**src/rtl/window_scan_scheduler.sv**
```systemverilog
// window_scan_scheduler: steps a detection window over an integral-image frame,
// presents the six classifier corner addresses, handshakes the classifier and streams hits.
module window_scan_scheduler #(
    parameter int II_WIDTH  = 160,
    parameter int II_HEIGHT = 120,
    parameter int WIN_W     = 24,
    parameter int WIN_H     = 24,
    parameter int STEP      = 4,
    parameter int TIMEOUT   = 64
) (
    input  logic        clk,
    input  logic        rst,
    input  logic        start,
    output logic        busy,
    output logic        frame_done,
    output logic [14:0] address_0,
    output logic [14:0] address_1,
    output logic [14:0] address_2,
    output logic [14:0] address_3,
    output logic [14:0] address_4,
    output logic [14:0] address_5,
    output logic        detect_en,
    input  logic        detect_done,
    input  logic        detected_flag,
    output logic        hit_valid,
    input  logic        hit_ready,
    output logic [7:0]  hit_x,
    output logic [6:0]  hit_y,
    output logic [15:0] hit_count,
    output logic        timeout_err
);
    localparam int TW = $clog2(TIMEOUT + 1);

    typedef enum logic [2:0] {S_IDLE, S_SETUP, S_FIRE, S_WAIT, S_RESULT, S_ADVANCE, S_DONE} state_t;

    state_t        r_state;
    logic [7:0]    r_x0;
    logic [6:0]    r_y0;
    logic [TW-1:0] r_tcnt;

    logic [14:0] w_l, w_m, w_r, w_t, w_b;
    logic        w_x_more, w_y_more;

    assign w_l      = 15'(r_x0);
    assign w_m      = w_l + 15'(WIN_W / 2 - 1);
    assign w_r      = w_l + 15'(WIN_W - 1);
    assign w_t      = 15'(r_y0) * 15'(II_WIDTH);
    assign w_b      = (15'(r_y0) + 15'(WIN_H - 1)) * 15'(II_WIDTH);
    assign w_x_more = int'(r_x0) + STEP + WIN_W <= II_WIDTH;
    assign w_y_more = int'(r_y0) + STEP + WIN_H <= II_HEIGHT;

    always_ff @(posedge clk or negedge rst) begin
        if (!rst) begin
            r_state     <= S_IDLE;
            r_x0        <= '0;
            r_y0        <= '0;
            r_tcnt      <= '0;
            busy        <= 1'b0;
            frame_done  <= 1'b0;
            address_0   <= '0;
            address_1   <= '0;
            address_2   <= '0;
            address_3   <= '0;
            address_4   <= '0;
            address_5   <= '0;
            detect_en   <= 1'b0;
            hit_valid   <= 1'b0;
            hit_x       <= '0;
            hit_y       <= '0;
            hit_count   <= '0;
            timeout_err <= 1'b0;
        end else begin
            case (r_state)
                S_IDLE: if (start) begin
                    busy        <= 1'b1;
                    hit_count   <= '0;
                    timeout_err <= 1'b0;
                    r_x0        <= '0;
                    r_y0        <= '0;
                    r_state     <= S_SETUP;
                end
                S_SETUP: begin
                    address_3 <= w_t + w_l;
                    address_1 <= w_t + w_m;
                    address_5 <= w_t + w_r;
                    address_2 <= w_b + w_l;
                    address_0 <= w_b + w_m;
                    address_4 <= w_b + w_r;
                    r_state   <= S_FIRE;
                end
                S_FIRE: begin
                    detect_en <= 1'b1;
                    r_tcnt    <= '0;
                    r_state   <= S_WAIT;
                end
                S_WAIT: if (detect_done) begin
                    detect_en <= 1'b0;
                    hit_valid <= detected_flag;
                    if (detected_flag) begin
                        hit_x <= r_x0;
                        hit_y <= r_y0;
                    end
                    r_state <= S_RESULT;
                end else if (r_tcnt == TW'(TIMEOUT - 1)) begin
                    // abandoned window counts as a miss
                    detect_en   <= 1'b0;
                    timeout_err <= 1'b1;
                    r_state     <= S_ADVANCE;
                end else begin
                    r_tcnt <= r_tcnt + 1'b1;
                end
                S_RESULT: if (!hit_valid) begin
                    r_state <= S_ADVANCE;
                end else if (hit_ready) begin
                    hit_valid <= 1'b0;
                    hit_count <= hit_count + 16'(hit_count != 16'hFFFF);
                    r_state   <= S_ADVANCE;
                end
                S_ADVANCE: if (w_x_more) begin
                    r_x0    <= r_x0 + 8'(STEP);
                    r_state <= S_SETUP;
                end else begin
                    r_x0 <= '0;
                    if (w_y_more) begin
                        r_y0    <= r_y0 + 7'(STEP);
                        r_state <= S_SETUP;
                    end else begin
                        frame_done <= 1'b1;
                        r_state    <= S_DONE;
                    end
                end
                S_DONE: begin
                    frame_done <= 1'b0;
                    busy       <= 1'b0;
                    r_state    <= S_IDLE;
                end
                default: r_state <= S_IDLE;
            endcase
        end
    end
endmodule

```
**config.mk**
```make
export PLATFORM = sky130hd
export DESIGN_NAME = window_scan_scheduler
export DESIGN_NICKNAME = d
export VERILOG_FILES = /design/src/rtl/window_scan_scheduler.sv
export SDC_FILE = /design/constraint.sdc
export NUM_CORES = 1
export LEC_CHECK = 0
export ABC_AREA = 1
export BUFFER_PORTS_ARGS = -buffer_cell sky130_fd_sc_hd__buf_2
export CORE_ASPECT_RATIO = 0.9
export CORE_UTILIZATION = 30
export DETAILED_ROUTE_END_ITERATION = 6
export GPL_TIMING_DRIVEN = 0
export SLEW_MARGIN = 10
export SYNTH_ARGS = -nofsm -noshare
export SYNTH_HDL_FRONTEND = slang
export SYNTH_SLANG_ARGS = --single-unit
```
**constraint.sdc**
```tcl
create_clock -name clk -period 4.8 [get_ports clk]
set_input_delay 0.24 -clock clk [delete_from_list [all_inputs] [get_ports clk]]
set_output_delay 0.24 -clock clk [all_outputs]
set_load 0.1 [all_outputs]
```
Word-level counts from Yosys, hierarchy flattened
Cells that the tools add are included.
W data, S select, Z words.
- flip-flop bits (word level): 151
- logic and storage cells: 116
- input port bits: 6
- output and inout bits: 126
- reductions and logical operators: 19
- add/sub/neg operators: 17
- multiply operators: 2
- equal/unequal tests: 20
- $lt $le $gt $ge: 2
- mux-type cells: 38
- operators by type and width (kind ; count):
    $add A15 B9 Y15 ; 4
    $mux W16 ; 3
    $mux W7 ; 5
    $pmux W16 S2 ; 1
    $add A15 B8 Y15 ; 2
    $pmux W7 S2 ; 2
    $mux W3 ; 7
    $ne A2 B2 Y1 const B ; 10
    $add A8 B5 Y9 const B ; 2
    $pmux W3 S6 ; 1
    $add A16 B1 Y16 ; 1
    $mux W8 ; 2
    $ne A16 B16 Y1 const B ; 1
    $pmux W8 S2 ; 1
    $reduce_bool A2 Y1 ; 7
    $reduce_and A3 Y1 ; 4
    $reduce_and A4 Y1 ; 3
    $mux W1 ; 11
    $add A9 B5 Y10 const B ; 1
    $le A10 B8 Y1 const B ; 1
    $mul A7 B3 Y10 const B ; 1
    $mul A8 B3 Y10 const B ; 1
    $pmux W1 S2 ; 5
    $add A8 B3 Y9 const B ; 1
    14 further kinds ; 21

Logic depth before layout (Yosys ltp)
Gate-level depths: netlist (run 1).
- depth in word-level cells: 6
- gate-level depth with buffers: 19
- gate-level depth less buffers: 19

Least setup slack after synthesis (run 1)
Ideal clock, no wire load.
- kind: reg2reg
- from: register r_y0[2]
- to: register address_4[14]
- data required time: 4680 ps
- clock period less this slack: 2796 ps
- cell stages (with the launch flop): 18
- path slack: 2004 ps
- data arrival time: 2677 ps
- library setup time: 120 ps
- path buffers: 0
- path through: dfrtp_1 -> ha_1 -> inv_1 -> nand2_1 -> nand2_1 -> ha_1 -> fa_1 -> or2_2 -> nand2_1 -> inv_1 -> nand3_1 -> inv_1 -> nand2_1 -> nor2_2 -> nand2_1 -> nand2_1 -> nand3_1 -> nand2_1
- word-level cells in the longest chain between the ends: 3
- RTL lines (element ; RTL line ; RTL):
    start: declaration ; 38 ; logic [6:0] r_y0;
    start signal: assignment ; 125 ; r_y0 <= r_y0 + 7'(STEP);
    $add A7 B5 Y8 ; 48 ; assign w_b = (15'(r_y0) + 15'(WIN_H - 1)) * 15'(II_WIDTH);
    $mul A8 B3 Y10 ; 48 ;
    $add A15 B9 Y15 ; 88 ; address_4 <= w_b + w_r;
    end signal: assignment ; 88 ;
    end: declaration ; 20 ; output logic [14:0] address_4,
Every way passes these cells.
A chain may end at the register's enable or synchronous reset.

Worst setup path in the final report (run 1)
Ends and elaborated chain as after synthesis.

==> results of run 1 <==
[worst max-delay path: stages (launching register included)]
cell and delay, ns:
dfrtp_1 0.70, inv_1 0.21, o21ai_1 0.26, xor2_1 0.18, inv_1 0.08, ha_1 0.29, ha_1 0.36, or2_2 0.31
nand2_1 0.25, inv_1 0.14, nand3_1 0.12, inv_1 0.11, nand2_1 0.09, nor2_2 0.06, nand2_1 0.07, nand2_1 0.06
nand3_1 0.10, nand2_1 0.07
[flip-flops by register name, indices dropped and copies added (netlist names)]
signal and cells:
address_1 10, r_state 3, address_3 10, r_y0 5, timeout_err 1, address_4 13, address_0 14, hit_x 6
detect_en 1, hit_count 16, busy 1, r_tcnt 7, r_x0 6, frame_done 1, address_5 10, hit_valid 1
address_2 12, hit_y 5
[logic make-up (layout without fill, tap and decap cells)]
kind of cell / Yosys count / after routing / share of synthesized area (%)
adders and majority gates: 41 / 41 / 7.09
AOI/OAI and AO/OA: 141 / 141 / 10.5
and+or+nand+nor: 457 / 457 / 27.8
DFF: 122 / 122 / 41.6
buffers and inverters: 138 / 295 / 8.69
xor gates and xnor gates: 35 / 35 / 4.28
other: 1 / 11 / 0.0511
[path summary, 6_finish.rpt]
check,endpoint,start
setup / recovery,address_4[14],r_y0[2]
setup reg to reg,address_4[14],r_y0[2]
hold reg to reg,address_1[12],address_1[12]
min in group asynchronous,hit_y[4],rst
max in group asynchronous,address_3[12],rst
hold / removal,timeout_err,detect_done
[routing by layer]
metal	wire length [um]	part of all wire, %	global-route usage, %	vias up
met2	9540	44	27.8	249
met4	288	1.3	5.46	0
li1	-	-	-	3333
met5	0	0	0	-
met1	10400	48	23.9	3140
met3	1370	6.4	3.71	25
[placed cells by master (no fill, tap or decap), drive strengths merged]
cell type,count
nand4,10
buf,162
and3,2
ha,40
or2,7
o21ai,90
nor2,61
fa,1
inv,87
clkbuf,35
a21oi,25
conb,11
xor2,22
o2111a,1
o22ai,5
nand3,72
a21o,1
clkinvlp,2
nor4,4
and2,2
xnor2,13
clkinv,5
a21boi,1
dlygate4sd3,1
nor3,14
o21a,6
bufinv,3
nor3b,2
a31oi,2
dfrtp,122
nand3b,5
o31ai,10
nand2,278
[through the flow]
stage	setup WS (ns)	util [%]	cells
after CTS	1.21	38.1	1404
final	1.21	38.1	1404
after global placement	1.30	35.4	1370
after detailed placement	1.24	35.5	1371
after global routing	0.996	38.1	1404
after floorplan	2.00	-	945
[synth_stat cells, drive strengths merged]
| cell | n | area share, % |
|---|---|---|
| and2 | 2 | 0.17 |
| o21ai | 90 | 6.1 |
| a31oi | 2 | 0.17 |
| o21a | 6 | 0.61 |
| a21o | 1 | 0.10 |
| or2 | 7 | 0.60 |
| nor4 | 4 | 0.43 |
| nor2 | 61 | 3.7 |
| and3 | 2 | 0.17 |
| nor3b | 2 | 0.20 |
| nor3 | 14 | 1.3 |
| xnor2 | 13 | 1.6 |
| inv | 87 | 4.5 |
| nand3 | 72 | 5.0 |
| xor2 | 22 | 2.7 |
| ha | 40 | 6.8 |
| clkbuf | 13 | 0.68 |
| dfrtp | 122 | 42 |
| a21oi | 25 | 1.8 |
| o22ai | 5 | 0.43 |
| nand2 | 278 | 15 |
| buf | 38 | 3.5 |
| conb | 1 | 0.051 |
| fa | 1 | 0.27 |
| a21boi | 1 | 0.10 |
| nand3b | 5 | 0.51 |
| o31ai | 10 | 1.0 |
| o2111a | 1 | 0.15 |
| nand4 | 10 | 0.85 |
[what timing repair did]
action | 4_1_cts | 5_1_grt
endpoints found under the hold margin | 58 | 0
hold buffers | 1 | 0
endpoints found under the setup margin | 0 | 0
[where the power goes]
group | total (uW) | switching, uW | internal, uW
Clock | 1350 | 495 | 859
Combinational | 3750 | 3070 | 685
Sequential | 1490 | 216 | 1280
Total | 6600 | 3780 | 2820
[cell type report]
class	instances	share of cell area, %
multi-input combinational	685	40.8
sequential	122	33.8
timing repair buffer	125	7.30
clock buffer	22	5.25
tap	302	4.18
inverter	87	3.64
buffer	51	3.42
clock inverter	10	1.57
==> out/summary.txt, run 1 <==
Placer Congestion = 0.871
Crit path DAT = 3.90 ns
Vias in the first global route = 6233
Clk_lat worst skew = 0.43 ns
Max_slew headroom = 50.8%
Via density = 4.81
Initial core utilization = 31.0%
ANT nets after route = 0
DP HPWL = 16000 um
Yosys cell types = 45
Register-to-Register Path Depth = 17
Root Buffer = clkbuf_16
Mapped cell area = 0.00734 mm2
GRT Util Overall = 17.5%
Post-CTS Setup Bufs = 0
TritonRoute pass-1 iters = 7
Clock Sinks = 122
Drt initial violations = 510
Number of gates resized after cts = 0
Max IR drop VDD = 0.000732 V
Worst-Margin Slew = 0.730 ns
Placed inst area = 0.00841 mm2
Area grow syn2layout = 23.0%
Status = complete, no violations
Static leakage = 0.00471 uW
Period utilisation layout = 74.8%
Worst-path fanout max = 13
Depth of the CTS H-tree = 4
Hold path depth = 4
Die ar. = 0.0251 mm2
Skew final = 0.0129 ns
Die X = 167 um
CTS clk-pin slew, worst paths = 0.06 ns
Setup CP Type = register to register
CTS tree = yes
Max-cap violations = 0
N_diodes = 0
Slew Limit Fails = 0
Fin nets = 1136
Share of layout cells above drive strength 1 = 21.2%
# port buffers = 123
Fmax = 279 MHz
First-pass GRT wire length = 33800 um
Detailed-route wire length = 21500 um
CTS max path bufs = 2
GRT overflow = 0
Reg2Reg Setup Slack = 1.21 ns
Initial antenna violation count = 0
Drt drc = 0
Cells after Synth = 935
Worst hold path class = primary input to register
Synth warn = 0
Setup TNS Final = 0 ns
CP required = 5.11 ns
Num CTS Buffers = 17
RSZ-0062 raised after global routing = false
Final setup fails = 0
Design area = 0.00903 mm2
Row cnt = 53
Routed WL per cell = 15.3 um
Seq cells post-synth = 122
Via count = 6747
Type of origin of the critical path = register
Minimum clock period = 3.59 ns
Placeable Area = 0.0237 mm2
Total Power = 6600 uW
Fillers = 2379
Final Hold Viols = 0
Die height = 150 um
Post-synthesis sequential area ratio = 41.6%
Crit end category = register
Total area of sequential cells = 0.00305 mm2
Mean Syn Cell Area = 7.85 um2
Pin count of the biggest net entering global routing = 65
Top-Level Pins = 132
Multi-input gate area = 0.00369 mm2
Worst hold slack = 0.148 ns
Pwr Density = 731 mW/mm2
Power figures use the tool's default switching activity.
==> run 2: changes to the inputs <==
ABC_AREA = 0   (was 1)
clock period = 2.9 ns   (was 4.8 ns; I/O delays follow)
==> run 2 against run 1 <==
The run now ends with setup timing left. Flip-flop and latch count is the same. Wire length shrank 8.9%. Maximum frequency grew 22%. Utilization grew 1.1 points. Final cell count shrank 12%. Hold slack lost 0.098 ns. Sequential share of layout area shrank 0.43 points. Critical endpoint is now address_0[14]. Largest cell class unchanged.
==> out/summary.txt, run 2 <==
TritonRoute pass-1 iters = 5
Row cnt = 53
Largest Register = hit_count
Share of layout cells above drive strength 1 = 28.3%
Via count = 5933
Yosys cell types = 70
Met1 wire length = 9550 um
# port buffers = 123
Fin nets = 969
Die height = 148 um
Cell Chain, Critical Path = ha_4 > xnor2_4 > ha_4 > fa_2 > a211oi_2 > o21bai_1 > maj3_2 > xor2_2 > and3_4 > o31ai_4
Fraction of registers with async set/reset = 100%
CP required = 3.19 ns
Pin count of the biggest net entering global routing = 86
Fmax = 341 MHz
Minimum clock period = 2.93 ns
Skew final = 0.00858 ns
Placeable Area = 0.0233 mm2
Status = finished, violations left
Xor-xnor portion of the synthesized cell area = 10.1%
Max reg flops = 16
Top-Level Pins = 132
Routed WL per cell = 15.9 um
Total area of sequential cells = 0.00306 mm2
Design area = 0.00916 mm2
Worst-path fanout max = 4
Commonest non-fill, non-tap cell in the layout = buf_2
Depth of the CTS H-tree = 4
Type of origin of the critical path = register
CP max-delay cell = dfrtp_2
Most frequent cells in the layout = buf_2 (126), dfrtp_1 (120), nand2_1 (114)
Max-cap violations = 0
Die X = 165 um
Final Hold Viols = 0
Drt initial violations = 376
Largest registers = hit_count: 16 flops, address_0: 14 flops, address_4: 13 flops
Top layer in use = met4
Synth top area cells = dfrtp_1 (43%), ha_1 (7.0%), nand2_1 (6.0%)
Mean Syn Cell Area = 9.39 um2
Routed met3 length = 993 um
ANT nets after route = 0
Final setup fails = 2
Cells after Synth = 761
Top cell by count, worst path = ha_4
Post-route setup slack = -0.0330 ns
Placed inst area = 0.00826 mm2
Failing checks = setup timing
Setup CP Type = register to register
Mapped cell area = 0.00714 mm2
Die ar. = 0.0244 mm2
Post-synthesis adder-cell area fraction = 7.43%
RSZ-0062 raised after global routing = true
Worst slack, placed = -0.482 ns
CTS max path bufs = 2
GRT Util Overall = 16.7%
CTS clk-pin slew, worst paths = 0.06 ns
Post-synthesis simple-gate area fraction = 17.0%
Synth top area share = 42.7%
Num CTS Buffers = 17
Area grow syn2layout = 28.2%
Peak per-stage delay on the critical path = 0.45 ns
Slew Limit Fails = 0
Initial core utilization = 30.6%
Initial antenna violation count = 0
Worst hold slack = 0.0501 ns
GRT overflow = 0
Detailed-route wire length = 19600 um
Max_slew headroom = 36.5%
Synth Area in Compound Gates = 14.8%
Seq cells post-synth = 122
Crit path DAT = 3.22 ns
Clock Sinks = 122
Top FF cell, synth = dfrtp_1
CTS tree = yes
Drt drc = 0
Crit end category = register
Fillers = 2327
Largest family of logic cells by synthesized area = simple AND/OR/NAND/NOR gates
Worst hold path class = primary input to register
Placer Congestion = 0.841
Synth warn = 0
First-pass GRT wire length = 31500 um
Clk_lat worst skew = 0.42 ns
DP HPWL = 14000 um
Via density = 4.80
N_diodes = 0
WL met2 = 8800 um
Multi-input gate area = 0.00389 mm2
Worst-Margin Slew = 0.949 ns
Count leader, synth = dfrtp_1
Post-synthesis sequential area ratio = 42.7%
Vias in the first global route = 5741
Post-layout util = 39.2%
Number of synthesized flops with an enable pin = 0
Largest area contributor in the netlist = dfrtp_1
Root Buffer = clkbuf_16
Period utilisation layout = 101%
Mux share of post-synthesis cell area = 1.09%
Synth top cells by count = dfrtp_1 (122), nand2_1 (114), o21ai_0 (72)
-- run 2: cell type report --
cell class / count / area share, %
inverter: 22 / 0.929
clock buffer: 18 / 4.69
timing repair buffer: 134 / 7.98
tap: 302 / 4.13
multi-input combinational: 563 / 42.5
clock inverter: 13 / 1.94
sequential: 122 / 33.4
buffer: 62 / 4.47
-- run 2: metal layers --
| metal | up-vias | global-route usage [%] |
|---|---|---|
| li1 | 2913 | - |
| met1 | 2856 | 23.3 |
| met2 | 144 | 25.0 |
| met3 | 20 | 4.41 |
| met4 | 0 | 5.50 |
| met5 | - | 0 |
-- run 2: kinds of logic (layout without fill, tap and decap cells) --
kind of cell,count (synthesis),count (layout)
flip-flops,122,122
other,1,11
multiplexers,7,7
adder cells (fa/ha/maj),42,42
buffers and inverters,86,249
XOR/XNOR,80,80
AND/OR/NAND/NOR,256,256
AO/OA/AOI/OAI,167,167
-- run 2: through the flow --
stage          TNS [ns]  cells
2_1_floorplan         0    771
3_5_place_dp      -4.85   1197
6_report        -0.0359   1236
5_1_grt          -0.268   1236
4_1_cts               0   1236
3_3_place_gp      -6.05   1196
-- run 2: worst paths after layout --
path	startpoint	to	slack (ns)	cells after the start
max	r_y0[3]	address_0[14]	-0.03	10
min	hit_ready	hit_valid	0.05	4
max reg2reg	r_y0[3]	address_0[14]	-0.03	10
min reg2reg	address_0[5]	address_0[5]	0.47	2
max in group asynchronous	rst	r_y0[2]	1.91	3
min in group asynchronous	rst	address_5[10]	0.20	2
-- run 2: worst max-delay path, delay by kind of cell, from the launching register on --
kind	cells	cell delay, ns
compound gates	3	0.47
xor+xnor	2	0.41
simple gates	1	0.23
fa+ha+maj	4	1.22
flops	1	0.45
-- run 2: timing repair --
item                                    CTS  global route
resized for setup                        19            23
endpoints found under the hold margin    37             0
hold buffers                              1             0
pin swaps                                 6            12
setup buffers                             8             1
endpoints found under the setup margin   15            12
Power of run 2 is not shown: default switching activity piles up to over one toggle a cycle in this logic, so the estimate is an artifact.
==> run 3: changes to the inputs <==
SETUP_SLACK_MARGIN = 0.5   (was unset)
==> run 3 against run 2 <==
The flow now finishes without violations. Clock skew grew 0.010 ns. Maximum frequency grew 4.5%. Count of clock-buffer cells in the layout grew 2. Die area unchanged. Setup slack better by 0.13 ns. First-iteration DRC count is 11% lower. Cell area grew 9.7%. Flip-flop and latch count unchanged. Register-to-register slack gained 0.13 ns. Highest routed layer unchanged.
==> out/summary.txt, run 3 (synthesis gave the netlist of run 2 again) <==
Vias in the first global route = 5684
Num CTS Buffers = 17
Peak per-stage delay on the critical path = 0.45 ns
Initial antenna violation count = 0
Design area = 0.0100 mm2
Depth of the CTS H-tree = 4
Die ar. = 0.0244 mm2
Die X = 165 um
Type of origin of the critical path = register
GRT Util Overall = 16.1%
Max-cap violations = 0
Share of layout cells above drive strength 1 = 39.2%
GRT overflow = 0
Placeable Area = 0.0233 mm2
Crit path DAT = 3.09 ns
CP required = 3.19 ns
N_diodes = 0
TritonRoute pass-1 iters = 4
ANT nets after route = 0
Beginning of the worst hold path = hit_ready
Cell Chain, Critical Path = clkbuf_16 > a21oi_4 > xnor2_2 > ha_4 > ha_4 > a211oi_4 > o21bai_1 > maj3_2 > xor2_4 > and3_4 > o31ai_2
Routed WL per cell = 15.2 um
Final setup fails = 0
RSZ-0062 raised after global routing = true
Top-Level Pins = 132
GR Layer Usage met2 = 24.9%
Worst-path fanout max = 5
Largest Register = hit_count
First-pass GRT wire length = 30500 um
Fillers = 2230
GRT met1 Usage = 21.8%
CTS clk-pin slew, worst paths = 0.06 ns
Setup CP Type = register to register
Detailed-route wire length = 19500 um
Crit. Startpoint = r_y0[3]
Root Buffer = clkbuf_16
Status = complete, no violations
Via count = 6099
Slew Limit Fails = 0
Placed inst area = 0.00839 mm2
CTS tree = yes
DP HPWL = 13800 um
Row cnt = 53
Die height = 148 um
Most Used Layer, Global Route = met2
Period utilisation layout = 96.8%
CTS max path bufs = 2
Initial core utilization = 30.6%
Commonest non-fill, non-tap cell in the layout = buf_2
Pin count of the biggest net entering global routing = 69
Final Hold Viols = 0
Via density = 4.75
Clock Sinks = 122
Max_slew headroom = 48.4%
# port buffers = 123
Max reg flops = 16
Minimum clock period = 2.81 ns
Worst-Margin Slew = 0.770 ns
Reg-to-reg startpoint = r_y0[3]
Skew final = 0.0187 ns
Fin nets = 1017
Drt initial violations = 333
Placer Congestion = 0.834
Most frequent cells in the layout = buf_2 (125), nand2_1 (112), dfrtp_1 (104)
Fmax = 356 MHz
Met3 GRT Util = 4.41%
Worst hold path class = primary input to register
Top cell by count, worst path = ha_4
Largest registers = hit_count: 16 flops, address_0: 14 flops, address_4: 13 flops
Drt drc = 0
Area grow syn2layout = 40.6%
Crit end category = register
CP max-delay cell = dfrtp_2
Clk_lat worst skew = 0.42 ns
## run 3: cell types whose count changed in the layout (fill, tap and decap cells not counted), sizes merged
cell and delta:
clkbuf +4, buf +46, clkinv +1, clkinvlp -1, inv -2
## run 3: worst max-delay path: cells and delay by family (launching register included)
family | cells | cell delay [ns]
AOI/OAI and AO/OA | 4 | 0.60
buffers and inverters | 1 | 0.17
adders and majority gates | 3 | 0.85
and+or+nand+nor | 1 | 0.21
DFF | 1 | 0.45
xor gates and xnor gates | 2 | 0.39
## run 3: worst paths after layout
check,end,slack (ns),cells past startpoint
min,hit_valid,0.04,4
max,address_0[14],0.09,11
max reg2reg,address_0[14],0.09,11
max in group asynchronous,r_y0[3],1.90,3
min in group asynchronous,hit_count[12],0.30,2
min reg2reg,hit_x[3],0.47,2
## run 3: what timing repair did
item	CTS	global route
buffers inserted	21	34
pin swaps	27	41
gates resized for setup	68	72
endpoints found under the setup margin	42	50
hold buffers	1	0
hold endpoints to repair	67	0
## run 3: layer usage
| layer | share of wire [%] | vias to the layer above |
|---|---|---|
| li1 | - | 3012 |
| met2 | 46 | 143 |
| met1 | 47 | 2931 |
| met3 | 5.6 | 13 |
| met5 | 0 | - |
| met4 | 1.4 | 0 |
## run 3: stage by stage
step | hold slack (ns) | setup TNS (ns) | worst slack (ns) | instances | util, %
detailed placement | 0.197 | -0.851 | -0.209 | 1197 | 35.9
global route | 0.0591 | 0 | 0.00367 | 1284 | 43.0
global placement | 0.451 | -10.84 | -0.464 | 1196 | 35.8
CTS | 0.0115 | 0 | 0.0150 | 1250 | 40.7
finish | 0.0402 | 0 | 0.0939 | 1284 | 43.0
floorplan | -0.151 | 0 | 0.120 | 771 | -
## run 3: cell type report
| class | count | area [um2] | area share [%] |
|---|---|---|---|
| clock buffers | 20 | 447 | 4.45 |
| repair buffers | 180 | 1120 | 11.2 |
| multi-input cells | 563 | 4260 | 42.4 |
| well taps | 302 | 378 | 3.76 |
| flip-flops and latches | 122 | 3100 | 30.8 |
| clock inverters | 11 | 171 | 1.71 |
| inverters | 22 | 95.1 | 0.946 |
| plain buffers | 64 | 474 | 4.72 |
Power of run 3 is left out for the same reason.
